===== config.mk =====
export PLATFORM = sky130hd
export DESIGN_NAME = button_rr_arbiter
export DESIGN_NICKNAME = d
export VERILOG_FILES = /design/src/rtl/button_rr_arbiter.sv
export SDC_FILE = /design/constraint.sdc
export NUM_CORES = 1
export LEC_CHECK = 0
export CAP_MARGIN = 15
export CORE_MARGIN = 3
export CORE_UTILIZATION = 42
export DETAILED_ROUTE_END_ITERATION = 10
export PLACE_DENSITY = 0.71
export SYNTH_ARGS = -nofsm -noshare
export SYNTH_HDL_FRONTEND = slang
export SYNTH_SLANG_ARGS = --single-unit

===== constraint.sdc =====
create_clock -name clk -period 1.1 [get_ports clk]
set_input_delay 0.22 -clock clk [delete_from_list [all_inputs] [get_ports clk]]
set_output_delay 0.22 -clock clk [all_outputs]
set_load 0.01 [all_outputs]

===== src/rtl/button_rr_arbiter.sv =====
// Round-robin arbiter turning debounced button presses into single, tick-aligned FSM steps.
// Optional BUTTON_ARB_DROP_CNT_EN adds a saturating count of presses merged into a pending bit.
module button_rr_arbiter #(
  parameter int N_REQ   = 2,
  parameter int HOLDOFF = 2,
  parameter int ID_W    = 1
) (
  input  logic             clk,
  input  logic             clr,
  input  logic             tick_en,
  input  logic [N_REQ-1:0] req,
  output logic             grant_valid,
  output logic [ID_W-1:0]  grant_id,
  output logic [N_REQ-1:0] grant_onehot,
  output logic [N_REQ-1:0] pending,
  output logic             busy,
  output logic [1:0]       state
`ifdef BUTTON_ARB_DROP_CNT_EN
  ,
  output logic [7:0]       drop_cnt
`endif
);

  typedef enum logic [1:0] {
    IDLE  = 2'd0,
    GRANT = 2'd1,
    HOLD  = 2'd2
  } state_t;

  state_t           state_q, state_d;
  logic [N_REQ-1:0] req_q;
  logic [N_REQ-1:0] rise;
  logic [N_REQ-1:0] sel_onehot;
  logic [N_REQ-1:0] clear_mask;
  logic [N_REQ-1:0] probe_mask;
  logic [ID_W-1:0]  rr_ptr;
  logic [ID_W-1:0]  sel_id;
  logic [ID_W-1:0]  next_ptr;
  logic [3:0]       hold_cnt, hold_cnt_d;
  logic             sel_found;
  logic             take;
  int               idx;

  assign rise = req & ~req_q;

  // Rotating priority search: first pending bit at or after rr_ptr, wrapping.
  always_comb begin
    sel_found  = 1'b0;
    sel_id     = '0;
    sel_onehot = '0;
    idx        = 0;
    probe_mask = '0;
    for (int i = 0; i < N_REQ; i++) begin
      idx = int'(rr_ptr) + i;
      if (idx >= N_REQ) idx = idx - N_REQ;
      probe_mask = N_REQ'(1) << idx;
      if (!sel_found && (|(pending & probe_mask))) begin
        sel_found  = 1'b1;
        sel_id     = ID_W'(idx);
        sel_onehot = probe_mask;
      end
    end
  end

  assign take       = (state_q == IDLE) && tick_en && sel_found;
  assign clear_mask = take ? sel_onehot : '0;
  assign next_ptr   = (int'(sel_id) == N_REQ - 1) ? '0 : sel_id + ID_W'(1);

  always_comb begin
    state_d    = state_q;
    hold_cnt_d = hold_cnt;
    case (state_q)
      IDLE: begin
        if (take) state_d = GRANT;
      end
      GRANT: begin
        if (HOLDOFF == 0) begin
          state_d = IDLE;
        end else begin
          state_d    = HOLD;
          hold_cnt_d = 4'(HOLDOFF);
        end
      end
      HOLD: begin
        if (tick_en) begin
          hold_cnt_d = hold_cnt - 4'd1;
          if (hold_cnt <= 4'd1) state_d = IDLE;
        end
      end
      default: state_d = IDLE;
    endcase
  end

  // req_q resets high so a button held through reset needs a fresh press.
  always_ff @(posedge clk or posedge clr) begin
    if (clr) begin
      state_q  <= IDLE;
      hold_cnt <= '0;
      req_q    <= '1;
      pending  <= '0;
      rr_ptr   <= '0;
      grant_id <= '0;
    end else begin
      state_q  <= state_d;
      hold_cnt <= hold_cnt_d;
      req_q    <= req;
      pending  <= (pending & ~clear_mask) | rise;
      if (take) begin
        rr_ptr   <= next_ptr;
        grant_id <= sel_id;
      end
    end
  end

  assign grant_valid  = (state_q == GRANT);
  assign grant_onehot = grant_valid ? (N_REQ'(1) << grant_id) : '0;
  assign busy         = (state_q != IDLE);
  assign state        = state_q;

`ifdef BUTTON_ARB_DROP_CNT_EN
  logic [N_REQ-1:0] merges;
  logic [3:0]       merge_cnt;
  logic [8:0]       drop_sum;

  // A press landing on a bit that stays pending is lost; the grant-clear cycle is not a loss.
  assign merges = rise & pending & ~clear_mask;

  always_comb begin
    merge_cnt = '0;
    for (int i = 0; i < N_REQ; i++) begin
      merge_cnt = merge_cnt + 4'(merges[i]);
    end
  end

  assign drop_sum = {1'b0, drop_cnt} + 9'(merge_cnt);

  always_ff @(posedge clk or posedge clr) begin
    if (clr) begin
      drop_cnt <= '0;
    end else begin
      drop_cnt <= drop_sum[8] ? 8'hFF : drop_sum[7:0];
    end
  end
`endif

endmodule


==> impl_metrics.toml <==
[run_status]
status = "finished with violations"
violations = "setup timing"

[worst_setup_path]
r2r_start = "state[0]"
reg2reg_to = "pending[1]"
path_max_fanout = 3
cp.arrival_ns = 1.17
critPathLaunchType = "flop"
worstSetupPathType = "flop to output port"
required_ns = 0.88
reg2reg_slack_ns = -0.24
end_kind = "output port"
ff2ff_path_depth = 5

[clock_network]
clk_latency_ns = 0.29
cts_tree = "yes"
clock-sinks = 12
holdBufCountCts = 0
cts_buffer_depth = 2
path_clk_slew_ns = 0.08
cts_buffers = 3
cts_max_level = 1
cts-root-buf = "clkbuf_4"

[logic_synthesis]
syn_avg_cell_area_um2 = 10.03
syn_area_um2 = 611.8
syn_inst = 61
synth_warnings = 0
synth_cell_types = 26
ys_seq_elements = 12
mappedNetlistNets = 68
seq_area_frac_synth = 0.4949

[sta]
setup_viol = 16
whs_ns = 0.2052
clock.fmax_ghz = 0.7194
hold_viol_final = 0
fin_crit_sh = 1.264
tightestPinTransition_ns = 0.2968
clock_skew_ns = 0.002137
slew_headroom = 0.8021
min_period_ns = 1.390
worst_slack_ns = -0.2901
slew_viol_final = 0
rsz0062_at_grt = "true"

[grt]
grt_pass1_vias = 616
antenna_found_initial = 0
grt_max_degree = 13
track_usage = 0.2279
grt_pass1_wl_um = 3049
grt.overflow.total = 0

[pwr]
ir_drop_v = 0.001838
leakage_nw = 0.5355
intPower_mw = 1.861
p_comb_frac = 0.630
net-switching-power_mw = 1.247
clock_power_share = 0.120
p_sw_frac = 0.4013
p_seq_frac = 0.250
powerDensity_nw_per_um2 = 2852

[routing]
drtIter0Drc = 15
totalWireLength_um = 1938
first_pass_iters = 4
dr_total_vias = 616
post-route-drc-count = 0
detail-route-antenna-nets = 0
wl_per_cell_um = 17.00
routed_via_density = 5.404

[cells_and_area]
nNetsFinal = 107
antenna_cells = 0
syn_to_final_growth_pct = 78.12
final_layout_size_suffix_gt1_frac = 0.6566
stdcell_count = 114
final_util = 0.8171

[placed_design]
placedCellCount = 99
gp_congestion = 0.7530
post-dp-hpwl_um = 945.3
portBuffers = 13
dp_slack_ns = -0.4100

[die]
rows = 13
core-area_um2 = 1334
pin_count = 14
die_h_um = 44.17
start_util = 0.4587
die_w_um = 44.17
die_area_um2 = 1951

[worst_hold_path]
hold_path_class = "input pin to asynchronous set/reset pin"

[job]
maxCapViolCount = 0
registers in the layout, summed over array words and instances (netlist names):
name / cells
grant_id: 1
hold_cnt: 4
pending: 2
req_q: 2
rr_ptr: 1
state: 2
power by group through the flow:
stage	Combinational, mW	Clock, mW	Sequential [mW]
floorplan	0.646	0	0.817
global placement	1.25	0	0.746
detailed placement	1.29	0	0.760
CTS	1.67	0.363	0.743
global route	2.10	0.400	0.799
finish	1.96	0.374	0.777
critical path: stages (launching register included):
cell      delay (ns)
dfrtp_1         0.41
buf_6           0.13
nand2b_4        0.07
inv_2           0.04
and2_4          0.12
buf_6           0.11
per-layer routing:
layer  GRT usage  wire length (µm)  up-vias
met5           0                 0        -
met4      0.1386               114        0
met3     0.04065                95       10
met2      0.3692               883       23
met1      0.2805               844      295
li1            -                 -      288
cell usage after synthesis:
library cell / n / area (µm²)
o2bb2ai_1: 1 / 8.760
nor4b_1: 1 / 8.760
a22o_1: 2 / 17.52
o21ai_1: 4 / 20.02
nand2b_1: 3 / 18.77
a32o_1: 1 / 10.01
nor4b_2: 1 / 15.01
a21oi_1: 2 / 10.01
nor2_1: 2 / 7.510
a22oi_1: 1 / 7.510
nand2_1: 4 / 15.01
a21boi_1: 2 / 15.01
ha_1: 2 / 25.02
a31oi_1: 2 / 12.51
dfrtp_1: 10 / 250.2
inv_1: 9 / 33.78
dfstp_2: 2 / 52.55
nor3b_4: 1 / 18.77
or2_2: 1 / 6.260
xor2_1: 1 / 8.760
nand3_1: 1 / 5.000
o22ai_1: 3 / 18.77
inv_2: 1 / 3.750
nor2b_1: 1 / 6.260
buf_2: 2 / 10.01
and2_1: 1 / 6.260
per-stage QoR:
step | TNS [ns] | total power, mW | area [µm²]
2_1_floorplan | -0.1989 | 1.464 | 639.4
3_3_place_gp | -4.030 | 2.000 | 855.8
3_5_place_dp | -4.471 | 2.046 | 855.8
4_1_cts | -2.451 | 2.775 | 1017
5_1_grt | -3.123 | 3.302 | 1090
6_report | -2.247 | 3.108 | 1090
placed cells by master, fill, tap and decap left out, drive strengths merged, types with 2 or more instances in the layout:
master / count
a21oi: 2
clkbuf: 4
buf: 32
clkdlybuf4s50: 3
a22o: 2
o21ai: 4
dfrtp: 10
dfstp: 2
nand2b: 3
inv: 10
ha: 2
nor2: 2
a31oi: 2
nand2: 4
o22ai: 3
nor4b: 2
a21boi: 2
final cells by class:
cell class              count  area [µm²]
clock buffers               4       36.28
fillers                    76       244.0
inverters                  10       40.04
multi-input cells          37       386.6
flip-flops and latches     12       304.0
well taps                  15       18.77
repair buffers             36       304.0
repair_timing:
item,in CTS,in global routing
setup endpoints to repair,19,17
resized for setup,57,17
cloned,0,0
setup buffers,9,4
pin swaps,6,9
cell families after synthesis:
family,synth area share
compound gates,0.1963
flops,0.4949
buf+inv,0.07770
xor+xnor,0.01432
simple gates,0.1759
fa+ha+maj,0.04089
how the worst max path moves through the flow:
stage | startpoint | end | slack [ns] | depth (start not counted)
2_1_floorplan | state[0] | pending[1] | -0.09 | 4
3_3_place_gp | tick_en | hold_cnt[3] | -0.37 | 5
3_5_place_dp | tick_en | hold_cnt[3] | -0.41 | 5
4_1_cts | state[0] | grant_onehot[1] | -0.27 | 5
5_1_grt | state[0] | grant_onehot[1] | -0.34 | 5
6_report | state[0] | grant_onehot[1] | -0.29 | 5
No activity file was read; power rests on OpenSTA's default activity.
